**src/rtl/bcd_digit_buffer_pkg.sv**
```systemverilog
// Shared constants, FSM state type and slot extraction for the BCD digit buffer.
package bcd_digit_buffer_pkg;

    localparam int unsigned N_SLOTS  = 16;
    localparam int unsigned DATA_W   = 16;
    localparam int unsigned N_DIGITS = 5;

    localparam int unsigned BUS_W   = N_SLOTS * DATA_W;
    localparam int unsigned SLOT_W  = $clog2(N_SLOTS);
    localparam int unsigned DIGIT_W = 3;
    localparam int unsigned BCD_W   = 4 * N_DIGITS;
    localparam int unsigned CNT_W   = $clog2(DATA_W);

    typedef enum logic [1:0] {
        ST_IDLE  = 2'd0,
        ST_LOAD  = 2'd1,
        ST_SHIFT = 2'd2,
        ST_STORE = 2'd3
    } state_t;

    // Slot 0 sits in the most significant DATA_W bits of the packed bus.
    function automatic logic [DATA_W-1:0] slot_word(input logic [BUS_W-1:0] bus,
                                                    input logic [SLOT_W-1:0] idx);
        slot_word = bus[(N_SLOTS - 32'(idx)) * DATA_W - 1 -: DATA_W];
    endfunction

endpackage

```
**src/rtl/bcd_digit_buffer_dabble.sv**
```systemverilog
// One double-dabble iteration: add-3 correction of every nibble >= 5, then shift in one bit.
module bcd_dabble_step
    import bcd_digit_buffer_pkg::*;
(
    input  logic [BCD_W-1:0] acc,
    input  logic             bit_in,
    output logic [BCD_W-1:0] acc_c
);

    logic [BCD_W-1:0] corr;

    // Per-digit add-3 so the following shift carries correctly into the next decade.
    always_comb begin
        corr = acc;
        for (int d = 0; d < int'(N_DIGITS); d++) begin
            if (acc[4*d +: 4] >= 4'd5) begin
                corr[4*d +: 4] = acc[4*d +: 4] + 4'd3;
            end
        end
    end

    assign acc_c = {corr[BCD_W-2:0], bit_in};

endmodule

```
**src/rtl/bcd_digit_buffer.sv**
```systemverilog
// Sweeps all packed counters through a double-dabble engine and serves BCD digits on a read port.
module bcd_digit_buffer
    import bcd_digit_buffer_pkg::*;
#(
    parameter bit AUTO = 1'b0
)
(
    input  logic               clk,
    input  logic               reset,
    input  logic [BUS_W-1:0]   data_in,
    input  logic               start,
    output logic               busy,
    output logic               sweep_done,
    input  logic [SLOT_W-1:0]  rd_slot,
    input  logic [DIGIT_W-1:0] rd_digit,
    output logic [3:0]         rd_bcd,
    output logic               rd_blank
);

    localparam logic [SLOT_W-1:0] LAST_SLOT = SLOT_W'(N_SLOTS - 1);
    localparam logic [CNT_W-1:0]  LAST_BIT  = CNT_W'(DATA_W - 1);

    state_t              state;
    state_t              state_next;
    logic [SLOT_W-1:0]   idx;
    logic [DATA_W-1:0]   shreg;
    logic [BCD_W-1:0]    acc;
    logic [BCD_W-1:0]    acc_step_c;
    logic [CNT_W-1:0]    cnt;
    logic [BCD_W-1:0]    digit_buf [N_SLOTS];
    logic [BCD_W-1:0]    rd_shifted_c;

    bcd_dabble_step u_step (
        .acc    (acc),
        .bit_in (shreg[DATA_W-1]),
        .acc_c  (acc_step_c)
    );

    // State register.
    always_ff @(posedge clk) begin
        if (reset) begin
            state <= ST_IDLE;
        end else begin
            state <= state_next;
        end
    end

    // Next-state logic.
    always_comb begin
        state_next = state;
        case (state)
            ST_IDLE:  if (start || AUTO) state_next = ST_LOAD;
            ST_LOAD:  state_next = ST_SHIFT;
            ST_SHIFT: if (cnt == LAST_BIT) state_next = ST_STORE;
            ST_STORE: state_next = (idx == LAST_SLOT) ? ST_IDLE : ST_LOAD;
            default:  state_next = ST_IDLE;
        endcase
    end

    // Status flags, registered off the next state so busy rises with LOAD.
    always_ff @(posedge clk) begin
        if (reset) begin
            busy       <= 1'b0;
            sweep_done <= 1'b0;
        end else begin
            busy       <= (state_next != ST_IDLE);
            sweep_done <= (state == ST_STORE) && (idx == LAST_SLOT);
        end
    end

    // Conversion datapath: snapshot, iterate, advance slot.
    always_ff @(posedge clk) begin
        if (reset) begin
            idx   <= '0;
            shreg <= '0;
            acc   <= '0;
            cnt   <= '0;
        end else begin
            case (state)
                ST_LOAD: begin
                    shreg <= slot_word(data_in, idx);
                    acc   <= '0;
                    cnt   <= '0;
                end
                ST_SHIFT: begin
                    acc   <= acc_step_c;
                    shreg <= {shreg[DATA_W-2:0], 1'b0};
                    cnt   <= cnt + CNT_W'(1);
                end
                ST_STORE: begin
                    idx <= (idx == LAST_SLOT) ? '0 : idx + SLOT_W'(1);
                end
                default: ;
            endcase
        end
    end

    // Digit buffer: whole slot written at once in STORE.
    always_ff @(posedge clk) begin
        if (reset) begin
            for (int s = 0; s < int'(N_SLOTS); s++) begin
                digit_buf[s] <= '0;
            end
        end else if (state == ST_STORE) begin
            digit_buf[idx] <= acc;
        end
    end

    // Shifting the slot word down puts the requested digit at [3:0] and leaves only higher digits above.
    assign rd_shifted_c = digit_buf[rd_slot] >> {rd_digit, 2'b00};

    // Registered read port; reads the pre-store contents when a store hits the same edge.
    always_ff @(posedge clk) begin
        if (reset) begin
            rd_bcd   <= 4'd0;
            rd_blank <= 1'b0;
        end else if (rd_digit >= DIGIT_W'(N_DIGITS)) begin
            rd_bcd   <= 4'd0;
            rd_blank <= 1'b1;
        end else begin
            rd_bcd   <= rd_shifted_c[3:0];
            rd_blank <= (rd_digit != '0) && (rd_shifted_c == '0);
        end
    end

endmodule
```
**config.mk**
```make
export PLATFORM = sky130hd
export DESIGN_NAME = bcd_digit_buffer
export DESIGN_NICKNAME = d
export VERILOG_FILES = /design/src/rtl/bcd_digit_buffer_pkg.sv /design/src/rtl/bcd_digit_buffer_dabble.sv /design/src/rtl/bcd_digit_buffer.sv
export SDC_FILE = /design/constraint.sdc
export NUM_CORES = 1
export LEC_CHECK = 0
export ABC_AREA = 1
export CAP_MARGIN = 20
export CORE_MARGIN = 1.5
export CORE_UTILIZATION = 55
export DETAILED_ROUTE_END_ITERATION = 8
export PLACE_DENSITY_LB_ADDON = 0.1
export SLEW_MARGIN = 10
export SYNTH_ARGS = -nofsm -noshare
export SYNTH_HDL_FRONTEND = slang
export SYNTH_SLANG_ARGS = --single-unit
```
**constraint.sdc**
```tcl
create_clock -name clk -period 3.2 [get_ports clk]
set_input_delay 0.64 -clock clk [delete_from_list [all_inputs] [get_ports clk]]
set_output_delay 0.64 -clock clk [all_outputs]
set_load 0.01 [all_outputs]
```
* Yosys cells after proc, flatten, opt, wreduce, memory -nomap -nowiden
Memory sizes are Yosys's and may differ from the RTL's.
Index checks and enable logic that the tools add are counted.
** Operators by class
- Add/sub/neg operators :: 9
- $lt $le $gt $ge :: 6
- Equal/unequal tests :: 5
- Shift operators :: 2
- Muxes and demuxes :: 22
- Reduce and logical (&&, ||, !) cells :: 9
** Operator list (number)
- $shiftx A271 B33 Y16 :: 1
- $pmux W20 S2 :: 1
- $pmux W16 S2 :: 1
- $mux W4 :: 6
- $ge A4 B3 Y1 const B :: 5
- $logic_not A20 Y1 :: 1
- $mux W20 :: 1
- $reduce_or A20 Y1 :: 1
- $shr A20 B5 Y20 :: 1
- $add A4 B2 Y4 const B :: 4
- $sub A10 B2 Y11 const B :: 1
- $add A4 B1 Y4 const B :: 2
- $eq A4 B4 Y1 const B :: 2
- $mux W1 :: 8
- $pmux W2 S4 :: 1
- $pmux W4 S2 :: 1
- $sub A5 B4 Y6 const A :: 1
- $eq A2 B2 Y1 const B :: 2
- $mux W2 :: 2
- $reduce_bool A2 Y1 :: 2
- $add A3 B2 Y3 const B :: 1
- $ge A3 B3 Y1 const B :: 1
- $mux W3 :: 1
- $reduce_bool A3 Y1 :: 1
- other kinds (4) :: 5
** Storage, ports and cells
- Register bits after elaboration :: 53
- RAM bits :: 320
- Bits of input ports :: 266
- Output and inout port bits :: 7
- Memories kept :: 1
** Memory list
- digit_buf :: words 16, bits a word 20, read ports 1, clocked after memory_dff 0, write ports 16, line bcd_digit_buffer.sv:30 : logic [BCD_W-1:0] digit_buf [N_SLOTS];

* Depth between registers and ports, before layout
- Word-level depth :: 6
- Gate-level depth with buffers :: 17
- Gate-level depth less buffers :: 15

* Modules after synthesis
A second synthesis with hierarchy kept.
** Unflattened totals
- Cell total of the unflattened synthesis :: 2409
- Area total of the unflattened synthesis :: 19866.6 um2
** By module, submodules not included
- bcd_digit_buffer :: times used 1, cells each 2305, area each 19304.8 um2
- bcd_dabble_step :: times used 1, cells each 104, area each 561.8 um2

* Least setup slack after synthesis
No wires, ideal clock.
- Path type :: reg2reg
- Start :: reg idx[0]
- End :: reg shreg[5]
- Arrival time :: 2294 ps
- Data required time :: 3072 ps
- Setup slack :: 779 ps
- Cell stages (with the launch flop) :: 14
- Buffers on the path :: 3
- Period minus slack after synthesis :: 2421 ps
- Path through :: dfxtp_1 buf_4 inv_2 clkbuf_1 ha_1 inv_2 nand2_4 inv_2 clkbuf_1 o2111ai_1 nand3_1 nand2_1 a21oi_1 nor2_1
** On the way
- Cells in the longest elaborated chain, start to end :: 4
** Ends and longest elaborated chain
- start: declaration :: line bcd_digit_buffer.sv:25 : logic [SLOT_W-1:0] idx;
- start signal: assignment :: line bcd_digit_buffer.sv:91 : idx <= (idx == LAST_SLOT) ? '0 : idx + SLOT_W'(1);
- $sub A5 B4 Y6 :: line bcd_digit_buffer_pkg.sv:24 : slot_word = bus[(N_SLOTS - 32'(idx)) * DATA_W - 1 -: DATA_W];
- $sub A10 B2 Y11 :: line bcd_digit_buffer_pkg.sv:24
- $shiftx A271 B33 Y16 :: line bcd_digit_buffer_pkg.sv:24
- $pmux W16 S2 :: line bcd_digit_buffer.sv:79 : case (state)
- end signal: assignment :: line bcd_digit_buffer.sv:81 : shreg <= slot_word(data_in, idx);
- end signal: assignment :: line bcd_digit_buffer.sv:87 : shreg <= {shreg[DATA_W-2:0], 1'b0};
- end: declaration :: line bcd_digit_buffer.sv:26 : logic [DATA_W-1:0] shreg;
Every way passes these cells.
A chain may end at the register's enable or synchronous reset.

* Worst setup path after layout
- Start :: reg idx[1]
- End :: reg shreg[10]
Same word-level chain as after synthesis.

==> impl_metrics.env <==
export IMPL_p_switching_w=0.00268
export IMPL_maxCapViolCount=0
export IMPL_endpoint_kind="flop"
export IMPL_slowest_delay_ps=690
export IMPL_nFillCells=2738
export IMPL_powerDensity_mw_per_mm2=463
export IMPL_synth_seq_cells=373
export IMPL_ir_worst_vdd_v=0.000427
export IMPL_core_sq_mm=0.0347
export IMPL_status="completed"
export IMPL_synth_main_ff_cell="edfxtp_1"
export IMPL_first_iter_violations=2196
export IMPL_finalCriticalPeriod_ps=2820
export IMPL_crit_slowest_cell="inv_1"
export IMPL_postCtsHoldBufs=0
export IMPL_antenna_found_initial=0
export IMPL_synth_top_family_by_area="simple AND/OR/NAND/NOR gates"
export IMPL_clock_skew_ps=19.2
export IMPL_power_switching_fraction_pct=24.0
export IMPL_netlist_top_cells_area="edfxtp_1 49%, nand2_1 11%, nor2_1 9.5%, dfxtp_1 5.4%, nand3_1 5.0%"
export IMPL_max_clock_freq_mhz=355
export IMPL_grt_setup_unrepaired="false"
export IMPL_via_per_inst=5.81
export IMPL_maxSlewViolCount=0
export IMPL_synthMuxAreaShare_pct=0
export IMPL_nets=2871
export IMPL_n_antenna_cell=0
export IMPL_synth_seq_area_share_pct=54.7
export IMPL_p_comb_share_pct=12.4
export IMPL_post_cts_resized=0
export IMPL_fin_util_pct=69.3
export IMPL_syn_to_final_growth_pct=23.3
export IMPL_grt_pass1_wl_mm=98.7
export IMPL_p_int_w=0.00846
export IMPL_dieArea_sq_mm=0.0366
export IMPL_synth_adder_area_share_pct=1.22
export IMPL_dp_cells=3000
export IMPL_criticalPathCategory="flop to flop"
export IMPL_startpoint_type="flop"
export IMPL_synth_edf_count=320
export IMPL_rows=68
export IMPL_synth_xor_area_share_pct=0.224
export IMPL_ios=273
export IMPL_worst_pin_slew_ps=952
export IMPL_portBuffers=272
export IMPL_post_drt_wl_per_cell_microns=21.4
export IMPL_cp_data_required_time_ps=3600
export IMPL_numCtsBuffers=39
export IMPL_htreeDepth=2
export IMPL_fin_tns_setup_ps=0
export IMPL_setup_violations=0
export IMPL_critPathMaxFanout=28
export IMPL_die_w_microns=191
export IMPL_synth_area_leader_cell="edfxtp_1"
export IMPL_synth_simple_gate_area_share_pct=26.6
export IMPL_max_clock_path_buffers=3
export IMPL_drive_gt1_share_pct=6.77
export IMPL_root_buffer="clkbuf_16"
export IMPL_gp_congestion=1.02
export IMPL_clk_latency_ps=550
export IMPL_fin_crit_sh_pct=88.1
export IMPL_grt_pass1_vias=17077
export IMPL_track_usage_pct=36.0
export IMPL_path_cells="inv_1, ha_1, inv_1, nand2_1, nand2_2, xor2_2, inv_1, o21ai_0, nand2_1, nand2_1, nand3_1, a21oi_1"
export IMPL_sequentialPowerShare_pct=49.2
export IMPL_finalPower_w=0.0111
export IMPL_stdcell_count=3068
export IMPL_drtPass1Iterations=6
export IMPL_cts_sinks=373
export IMPL_dp_hpwl_mm=45.8
export IMPL_p_leak_nw=9.24
export IMPL_clk_pin_slew_worst_paths_ps=60
export IMPL_vias=17824
export IMPL_hold_class="flop to flop"
export IMPL_grt_max_degree=96
export IMPL_synthArstFlopShare_pct=0
export IMPL_clkPwrFrac_pct=38.5
export IMPL_drc=0
export IMPL_drtAntennaViolNets=0
export IMPL_grt_overflow=0
export IMPL_initial_core_util_pct=56.2
export IMPL_relSlewSlack_pct=36.5
export IMPL_routed_wl_mm=65.6
export IMPL_synth_compound_area_share_pct=9.66
export IMPL_postSynthCellCount=2342
export IMPL_yosys_warnings=0
export IMPL_worstPathArrival_ps=3210
export IMPL_synth_cell_area_sq_mm=0.0195
export IMPL_hold_viol=0
export IMPL_post_cts_setup_buffers=0
export IMPL_syn_area_per_cell_sq_um=8.33
export IMPL_synth_top_cell_area_share_pct=49.2
export IMPL_fp_dieH_microns=191
export IMPL_cts_tree="built"
export IMPL_synth_distinct_cells=44
export IMPL_synth_nets=2627
## synthesized netlist by cell type (22+ instances only)
master and count:
o211ai_1 25, clkinv_1 22, clkbuf_1 102, edfxtp_1 320, o21ai_0 81, nor2_1 494, o21ai_1 29, nand3_1 196
o22ai_1 58, dfxtp_1 53, a21oi_1 69, nand2_1 567, inv_1 141, buf_2 34
## layout make-up
type                    count  area [sq um]  area share (%)
clock buffers              50          1070            4.44
multi-input cells        1629          7370            30.6
repair buffers            370          3600            15.0
inverters                 173           652            2.71
clock inverters            18           119           0.494
flip-flops and latches    373         10700            44.4
well taps                 455           569            2.37
## through the flow
stage / hold WS, ps / setup WS [ps] / area (sq um)
after floorplan: 441 / 779 / 19500
after global placement: 458 / 450 / 22900
after detailed placement: 466 / 426 / 22900
after CTS: 475 / 420 / 24000
after global routing: 499 / 113 / 24000
final: 472 / 382 / 24000
## per-layer routing
layer / part of all wire (%) / global-route usage (%) / wire length, microns
met5: 0 / 0 / 0
met4: 4.0 / 14.2 / 2590
met3: 9.2 / 5.27 / 6010
met2: 49 / 60.8 / 32000
met1: 38 / 46.8 / 25000
## kinds of logic after synthesis
logic type	count (synthesis)
xor gates and xnor gates	5
AOI/OAI and AO/OA	315
adders and majority gates	19
and+or+nand+nor	1290
buffers and inverters	340
DFF	373
## power groups by stage
stage	sequential, W	clock [W]	combinational (W)
6_report	0.00547	0.00429	0.00138
5_1_grt	0.00549	0.00447	0.00148
3_5_place_dp	0.00558	0	0.00135
4_1_cts	0.00547	0.00430	0.00136
2_1_floorplan	0.00556	0	0.000684
3_3_place_gp	0.00557	0	0.00135
## worst max-delay path, delay by kind of cell (launching register included)
family                   cells  cell delay, ps
XOR/XNOR                     1              80
buffers and inverters        3             890
flip-flops                   1             400
AO/OA/AOI/OAI                2             510
AND/OR/NAND/NOR              5             550
adder cells (fa/ha/maj)      1             220
## placed cells by master (no fill, tap or decap), types with 13 or more instances in the layout
master	instances
a21oi_1	69
a221oi_1	13
buf_4	87
clkbuf_16	40
clkdlybuf4s50_1	270
clkinv_1	31
dfxtp_1	53
edfxtp_1	320
ha_1	19
inv_1	141
nand2_1	567
nand3_1	196
nor2_1	494
o211ai_1	25
o21ai_0	81
o21ai_1	29
o22ai_1	58
## worst paths after layout
path / slack [ps] / cells past startpoint / endpoint / startpoint
min: 470 / 2 / shreg[0]$_SDFFE_PP0P_ / shreg[0]$_SDFFE_PP0P_
max reg2reg: 380 / 12 / shreg[10]$_SDFFE_PP0P_ / idx[1]$_SDFFE_PP0P_
max: 380 / 12 / shreg[10]$_SDFFE_PP0P_ / idx[1]$_SDFFE_PP0P_
min reg2reg: 470 / 2 / shreg[0]$_SDFFE_PP0P_ / shreg[0]$_SDFFE_PP0P_
## flip-flops by register name (all words and copies together), names as in the netlist
signal	flops
acc	20
busy	1
cnt	4
digit_buf	320
idx	4
rd_bcd	4
rd_blank	1
shreg	16
state	2
sweep_done	1
(Power assumes the default switching activity.)
